**config.mk**
```make
export PLATFORM = sky130hd
export DESIGN_NAME = bp_fe_fetch_queue
export DESIGN_NICKNAME = d
export VERILOG_FILES = /design/src/rtl/bp_fe_fetch_queue.sv
export SDC_FILE = /design/constraint.sdc
export NUM_CORES = 1
export LEC_CHECK = 0
export BUFFER_PORTS_ARGS = -buffer_cell sky130_fd_sc_hd__buf_2
export CAP_MARGIN = 20
export CORE_MARGIN = 5
export CORE_UTILIZATION = 49
export CTS_BUF_LIST = sky130_fd_sc_hd__clkbuf_16
export DETAILED_ROUTE_END_ITERATION = 6
export PLACE_DENSITY = 0.68
export REMOVE_ABC_BUFFERS = 1
export SYNTH_ARGS = -nofsm -noshare
export SYNTH_HDL_FRONTEND = slang
export SYNTH_SLANG_ARGS = --single-unit
```
**constraint.sdc**
```tcl
create_clock -name clk_i -period 14.35 [get_ports clk_i]
set_input_delay 3.5875 -clock clk_i [delete_from_list [all_inputs] [get_ports clk_i]]
set_output_delay 3.5875 -clock clk_i [all_outputs]
set_load 0.01 [all_outputs]
```
**src/rtl/bp_fe_fetch_queue.sv**
```systemverilog
// Fetch queue between FE fetch and BE issue: buffers fetch packets and
// serialises them one instruction per handshake, with single-cycle flush.
module bp_fe_fetch_queue #(
    parameter int vaddr_width_p    = 39,
    parameter int instr_width_p    = 32,
    parameter int fetch_width_p    = 2,
    parameter int els_p            = 8,
    parameter int metadata_width_p = 35,
    localparam int ptr_width_lp    = $clog2(els_p)
) (
    input  logic                                    clk_i,
    input  logic                                    reset_n_i,

    input  logic                                    enq_v_i,
    output logic                                    enq_ready_o,
    input  logic [vaddr_width_p-1:0]                enq_pc_i,
    input  logic [fetch_width_p*instr_width_p-1:0]  enq_instr_i,
    input  logic [fetch_width_p-1:0]                enq_mask_i,
    input  logic [metadata_width_p-1:0]             enq_metadata_i,
    input  logic                                    enq_exc_v_i,
    input  logic [1:0]                              enq_exc_code_i,

    input  logic                                    flush_i,

    output logic                                    deq_v_o,
    input  logic                                    deq_yumi_i,
    output logic [vaddr_width_p-1:0]                deq_pc_o,
    output logic [instr_width_p-1:0]                deq_instr_o,
    output logic [metadata_width_p-1:0]             deq_metadata_o,
    output logic                                    deq_exc_v_o,
    output logic [1:0]                              deq_exc_code_o,

    output logic [ptr_width_lp:0]                   count_o
);

    localparam int lane_width_lp = (fetch_width_p > 1) ? $clog2(fetch_width_p) : 1;
    localparam logic [ptr_width_lp:0] full_lp = (ptr_width_lp+1)'(els_p);

    logic [vaddr_width_p-1:0]                        pc_mem    [els_p];
    logic [fetch_width_p-1:0][instr_width_p-1:0]     instr_mem [els_p];
    logic [fetch_width_p-1:0]                        mask_mem  [els_p];
    logic [metadata_width_p-1:0]                     meta_mem  [els_p];
    logic                                            exc_mem   [els_p];
    logic [1:0]                                      code_mem  [els_p];

    logic [ptr_width_lp-1:0]   wptr, rptr;
    logic [ptr_width_lp:0]     count;
    logic [fetch_width_p-1:0]  consumed;

    logic [fetch_width_p-1:0]  remaining;
    logic [fetch_width_p-1:0]  lane_onehot;
    logic [lane_width_lp-1:0]  lane;
    logic                      lane_found;
    logic                      head_exc;
    logic                      last_lane;
    logic                      enq_fire;
    logic                      deq_fire;
    logic                      pop;

    assign enq_ready_o = (count != full_lp);
    assign deq_v_o     = (count != '0);
    assign count_o     = count;

    assign enq_fire = enq_v_i & enq_ready_o & ~flush_i & (enq_exc_v_i | (|enq_mask_i));
    assign deq_fire = deq_yumi_i & deq_v_o;

    // Head lane is the lowest valid lane not yet handed to the consumer.
    always_comb begin
        remaining   = mask_mem[rptr] & ~consumed;
        lane        = '0;
        lane_onehot = '0;
        lane_found  = 1'b0;
        for (int unsigned i = 0; i < fetch_width_p; i++) begin
            if (remaining[i] && !lane_found) begin
                lane_found     = 1'b1;
                lane           = lane_width_lp'(i);
                lane_onehot[i] = 1'b1;
            end
        end
    end

    assign head_exc  = exc_mem[rptr];
    assign last_lane = head_exc | ((remaining & ~lane_onehot) == '0);
    assign pop       = deq_fire & last_lane;

    assign deq_pc_o       = head_exc ? pc_mem[rptr]
                                     : pc_mem[rptr] + (vaddr_width_p'(lane) << 2);
    assign deq_instr_o    = head_exc ? '0 : instr_mem[rptr][lane];
    assign deq_metadata_o = meta_mem[rptr];
    assign deq_exc_v_o    = deq_v_o & head_exc;
    assign deq_exc_code_o = code_mem[rptr];

    always_ff @(posedge clk_i or negedge reset_n_i) begin
        if (!reset_n_i) begin
            wptr     <= '0;
            rptr     <= '0;
            count    <= '0;
            consumed <= '0;
        end else if (flush_i) begin
            wptr     <= '0;
            rptr     <= '0;
            count    <= '0;
            consumed <= '0;
        end else begin
            if (enq_fire) wptr <= wptr + ptr_width_lp'(1);
            if (pop)      rptr <= rptr + ptr_width_lp'(1);
            if (enq_fire && !pop)
                count <= count + (ptr_width_lp+1)'(1);
            else if (pop && !enq_fire)
                count <= count - (ptr_width_lp+1)'(1);
            if (deq_fire)
                consumed <= last_lane ? '0 : (consumed | lane_onehot);
        end
    end

    always_ff @(posedge clk_i) begin
        if (enq_fire) begin
            pc_mem[wptr]    <= enq_pc_i;
            instr_mem[wptr] <= enq_instr_i;
            mask_mem[wptr]  <= enq_mask_i;
            meta_mem[wptr]  <= enq_metadata_i;
            exc_mem[wptr]   <= enq_exc_v_i;
            code_mem[wptr]  <= enq_exc_code_i;
        end
    end

    yumi_requires_valid: assert property (@(posedge clk_i) disable iff (!reset_n_i)
        deq_yumi_i |-> deq_v_o)
        else $error("deq_yumi_i asserted while deq_v_o is low");

endmodule
```
* Word level (Yosys, flattened, before mapping)
Memory sizes are Yosys's and may differ from the RTL's. Cells that the tools add are included.
Storage, ports and cells: register bits after elaboration 12, memory bits (writable) 1144, input bits 148, output and inout bits 115, word-level logic and storage cells 62, memories 6
Memories:
- instr_mem | depth 8, bits a word 64, read ports 1, clocked after memory_dff 0, wr ports 1, line 40 | logic [fetch_width_p-1:0][instr_width_p-1:0] instr_mem [els_p];
- pc_mem | depth 8, bits a word 39, read ports 1, clocked after memory_dff 0, wr ports 1, line 39 | logic [vaddr_width_p-1:0] pc_mem [els_p];
- meta_mem | depth 8, bits a word 35, read ports 1, clocked after memory_dff 0, wr ports 1, line 42 | logic [metadata_width_p-1:0] meta_mem [els_p];
- code_mem | depth 8, bits a word 2, read ports 1, clocked after memory_dff 0, wr ports 1, line 44 | logic [1:0] code_mem [els_p];
- mask_mem | depth 8, bits a word 2, read ports 1, clocked after memory_dff 0, wr ports 1, line 41 | logic [fetch_width_p-1:0] mask_mem [els_p];
- exc_mem | depth 8, bits a word 1, read ports 1, clocked after memory_dff 0, wr ports 1, line 43 | logic exc_mem [els_p];
Operators by class: add/subtract/negate cells 5, magnitude comparators 1, equal/unequal tests 1, mux-type cells 18, bitwise logic cells 14, reductions and logical operators 13
Operators with widths (number):
- 32-bit two-way mux | 3
- 39-bit by 3-bit adder with 39-bit output | 1
- 39-bit two-way mux | 1
- 3-bit two-way mux | 4
- 4-bit two-way mux | 3
- 3-bit by 1-bit adder with 3-bit output (second input constant) | 2
- 1-bit bitwise AND | 6
- 2-bit two-way mux | 3
- 2-bit nonzero test | 3
- 4-bit by 1-bit adder with 4-bit output (second input constant) | 1
- 2-bit bitwise AND | 2
- 1-bit two-way mux | 4
- 4-bit != test (second input constant) | 1
- 2-bit NOT | 2
- 4-bit nonzero test | 1
- 4-bit by 1-bit subtractor with 4-bit output (second input constant) | 1
- 1-bit logical AND | 3
- 1-bit logical NOT | 3
- 3-bit nonzero test | 1
- 2-bit logical NOT | 1
- 1-bit by 2-bit less-than comparator with 1-bit output (second input constant) | 1
- 1-bit bitwise OR | 2
- 2-bit bitwise OR | 1
- 2-bit OR reduction | 1
- 1-bit NOT | 1

* Logic depth before layout (Yosys ltp)
word-level depth 15, depth in mapped cells 20, depth with buffers taken out 12

* Worst setup path before layout
No wires, ideal clock.
kind input-to-reg, start input port flush_i, end memory code_mem[2][0], enable pin, library setup time 850 ps, arrival 15160 ps, required time 13500 ps, slack -1660 ps, stages on the path 6, buffers on the path 1, cell sequence clkbuf_1 -> inv_1 -> o311ai_0 -> a21oi_1 -> nand2b_1 -> nor3b_1
Between the ends: longest elaborated chain between the ends 5
Ends and longest elaborated chain:
- from (decl) | line 23 | input logic flush_i,
- 1-bit NOT | line 64 | assign enq_fire = enq_v_i & enq_ready_o & ~flush_i & (enq_exc_v_i | (|enq_mask_i));
- 1-bit bitwise AND (2 in a row) | line 64
- 1-bit two-way mux | line 117 | if (enq_fire) begin
- 1-bit two-way mux (implied by the code) | line 123 | code_mem[wptr] <= enq_exc_code_i;
- to (decl) | line 44
Every way passes these cells.

* Worst setup path in the final report
start register rptr[0], end output port deq_instr_o[18]
Between the ends: longest elaborated chain between the ends 9, elaborated cells on any way between the ends 11, those cells by class 5 x mux; 1 x bitwise; 2 x reduce/logical; 3 x memory
Ends and longest elaborated chain:
- from (decl) | line 46 | logic [ptr_width_lp-1:0] wptr, rptr;
- from (signal assigned) | line 106 | if (pop) rptr <= rptr + ptr_width_lp'(1);
- memory read 8 x 2 bit
- 2-bit bitwise AND | line 69 | remaining = mask_mem[rptr] & ~consumed;
- 1-bit two-way mux | line 74 | if (remaining[i] && !lane_found) begin
- 1-bit logical NOT | line 74
- 1-bit logical AND | line 74
- 1-bit two-way mux | line 74
- 32-bit two-way mux (implied by the code) (2 in a row) | line 88 | assign deq_instr_o = head_exc ? '0 : instr_mem[rptr][lane];
- 32-bit two-way mux (*) | line 88
- to (decl) | line 28 | output logic [instr_width_p-1:0] deq_instr_o,
Every way passes the cells marked *; elsewhere a longest branch is shown, timed or not. The select of a mux whose other input is x is not followed.

==> results.json <==
{
  "synth_warnings": 0,
  "root_buffer": "clkbuf_16",
  "slowest_stage": "buf_4",
  "grt_pass1_vias": 21478,
  "numClockSinks": 1156,
  "postSynthRegisterBits": 1156,
  "timing_max_transition_violations_final": 0,
  "critical_path.n_buffers_inverters": 5,
  "cp-startpoint": "rptr[0]$_DFFE_PN0P_",
  "dominantRegCellSynth": "edfxtp_1",
  "total_leakage_power_nw": 16.3,
  "r2r_cells": 13,
  "drcViolationCount": 0,
  "grt_max_degree": 128,
  "grt_pass1_wl_um": 139000,
  "post_route_core_utilization": 0.563,
  "coreArea_mm2": 0.0912,
  "startpoint_of_the_lowest_slack_hold_path": "consumed[1]$_DFFE_PN0P_",
  "numCtsBuffers": 113,
  "first_pass_iters": 5,
  "critical_path_required_ns": 10.76,
  "grt_usage": 0.190,
  "tightestPinTransition_ns": 1.07,
  "post_cts.repair.setup_buffers": 0,
  "crit-reg2reg-capture": "count_o[3]$_DFFE_PN0P_",
  "hold_path_class": "reg2reg",
  "synth_cells": 1862,
  "finalWirelength_um": 92500,
  "cts.repair.resized": 0,
  "seq_area_frac_synth": 0.773,
  "final_hold_violation_count": 0,
  "gr-total-overflow": 0,
  "syn_area_per_cell_um2": 24.1,
  "die_area_mm2": 0.0976,
  "floorplan.initialDensity": 0.491,
  "final_net_count": 2345,
  "tritoncts": "yes",
  "max-vdd-ir-drop_uv": 147,
  "power.total_mw": 8.50,
  "layout-area-overhead-vs-synth_pct": 14.7,
  "fin_worst_hold_slack_ns": 0.565,
  "reg2reg_slack_ns": 9.50,
  "timing.final.crit_share": 0.658,
  "timing.critical_path.max_delay_family": "buffers and inverters",
  "antenna_found_initial": 25,
  "vias": 20129,
  "cp.arrival_ns": 5.85,
  "synth_edf_count": 1144,
  "fin_skew_ns": 0.0174,
  "drt-vias-per-instance": 5.77,
  "final_period_minus_worst_setup_slack_ns": 9.44,
  "synth_top_cell_by_area": "edfxtp_1",
  "max_clock_freq_mhz": 106,
  "cts.reportedPaths.clkPinSlew_ns": 0.07,
  "initialDrtViolationCount": 1619,
  "met3_length_um": 5880,
  "slew-limit-headroom": 0.288,
  "num_ports": 263,
  "place.port_buffers": 262,
  "critical_path.max_stage_delay_ns": 0.85,
  "outcome": "finished, final reports clean",
  "worstHoldEndpoint": "consumed[1]$_DFFE_PN0P_",
  "synth.cells.most_frequent": "1,144 x edfxtp_1, 279 x mux4_2, 46 x mux2i_1, 45 x mux2_2, 35 x clkbuf_1",
  "ctsHtreeMaxLevel": 3,
  "place_congestion": 0.737,
  "drt-wirelength-per-cell_um": 26.5,
  "wirelength_met1_um": 39100,
  "netlist_top_cells_area": "edfxtp_1 77%, mux4_2 14%, mux4_1 1.8%",
  "hold_buffers": 0,
  "timing.setup.critical_path_class": "reg2out",
  "yosysUniqueCellTypes": 58,
  "syn_area_mm2": 0.0448,
  "whs_path_depth": 1,
  "die_h_um": 312,
  "crit_path_max_fanout": 49,
  "max_cap_violations": 0,
  "cp_common_cell": "buf_4",
  "dp_hpwl_um": 50000,
  "antenna_left": 0,
  "setup_viol": 0,
  "setup.worst_path.start_class": "flip-flop",
  "rsz0062_at_grt": "false",
  "clk-insertion-delay-late_ns": 0.67,
  "yosysTopAreaCellShare": 0.767,
  "power_density_mw_per_mm2": 165,
  "crit-reg2reg-launch": "rptr[2]$_DFFE_PN0P_",
  "yosys.cell_count.top_type": "edfxtp_1",
  "dr_wl_met2_um": 46000,
  "max-clock-path-buffers": 3,
  "asyncSetResetFlopFracSynth": 0.0104,
  "die_w_um": 312,
  "setup.worst_path.end_class": "primary output",
  "floorplan.rows": 111,
  "critical_path.cell_chain": "buf_4, buf_4, buf_4, buf_4, mux4_2, mux4_2, and2_1, buf_2",
  "topRoutingLayerUsed": "met5",
  "layout-drive-gt1-share": 0.368
}
==> layout make-up <==
cell class                      count  area [um2]
Sequential cell                  1156       34700
Clock inverter                     99         966
Timing Repair Buffer              301        1690
Inverter                            8        30.0
Fill cell                        6582       39900
Multi-Input combinational cell    610        9670
Antenna cell                       12        30.0
Tap cell                         1186        1480
Clock buffer                      114        2850
==> layout by cell type (no fill, tap or decap), types with 19 or more instances in the layout <==
cell type  instances
clkinv_1          23
buf_4             34
edfxtp_1        1144
and2_1            34
clkbuf_16        114
mux4_1            31
buf_2            262
mux4_2           279
mux2i_1           46
xnor2_1           26
inv_1             19
nor2_1            26
clkinv_2          28
mux2_2            45
==> worst register-to-register path, delay by kind of cell, from the launching register on <==
family / cells / cell delay (ns)
fa+ha+maj: 1 / 0.34
xor+xnor: 1 / 0.15
buf+inv: 1 / 0.72
compound gates: 3 / 0.83
mux: 3 / 1.02
flops: 1 / 0.86
simple gates: 4 / 0.84
==> state kept, by name, summed over array words and instances, names as in the netlist <==
name,cells
code_mem,16
pc_mem,312
wptr,3
exc_mem,8
count_o,4
mask_mem,16
consumed,2
instr_mem,512
rptr,3
meta_mem,280
==> where the power goes <==
part           internal, mW  leakage, nW  switching, mW
clock                  1.75         1.91           1.23
sequential             3.81         10.5         0.0513
combinational         0.826         3.87          0.837
total                  6.39         16.3           2.11
==> worst max path at each step <==
stage                     cells after the start               to  slack (ns)
after floorplan                              10     deq_pc_o[22]       -3.02
final                                         8  deq_instr_o[18]        4.91
after global routing                          8  deq_instr_o[11]        4.35
after detailed placement                      8  deq_instr_o[18]        5.43
after CTS                                     8  deq_instr_o[18]        4.69
after global placement                        8  deq_instr_o[22]        5.46
==> metrics by stage <==
step | setup WS, ns | instance area (um2) | instances | setup TNS, ns
finish | 4.91 | 51400 | 3486 | 0
global route | 4.35 | 51400 | 3477 | 0
global placement | 5.46 | 47500 | 3258 | 0
floorplan | -3.02 | 44300 | 1774 | -1184.32
CTS | 4.69 | 51300 | 3473 | 0
detailed placement | 5.43 | 47500 | 3260 | 0
==> metal layers <==
| layer | GRT usage | up-vias |
|---|---|---|
| li1 | - | 8634 |
| met1 | 0.269 | 10766 |
| met2 | 0.311 | 609 |
| met3 | 0.0377 | 108 |
| met4 | 0.0446 | 12 |
| met5 | 0 | - |
==> logic make-up (layout without fill, tap and decap cells) <==
logic type | count (synthesis) | in the layout | share of synthesized area
DFF | 1156 | 1156 | 0.773
muxes | 403 | 403 | 0.181
and+or+nand+nor | 138 | 138 | 0.0200
buffers and inverters | 96 | 522 | 0.0121
xor gates and xnor gates | 41 | 41 | 0.00818
AOI/OAI and AO/OA | 21 | 21 | 0.00377
adders and majority gates | 7 | 7 | 0.00212
other | 0 | 12 | 0
(Power assumes the default switching activity.)
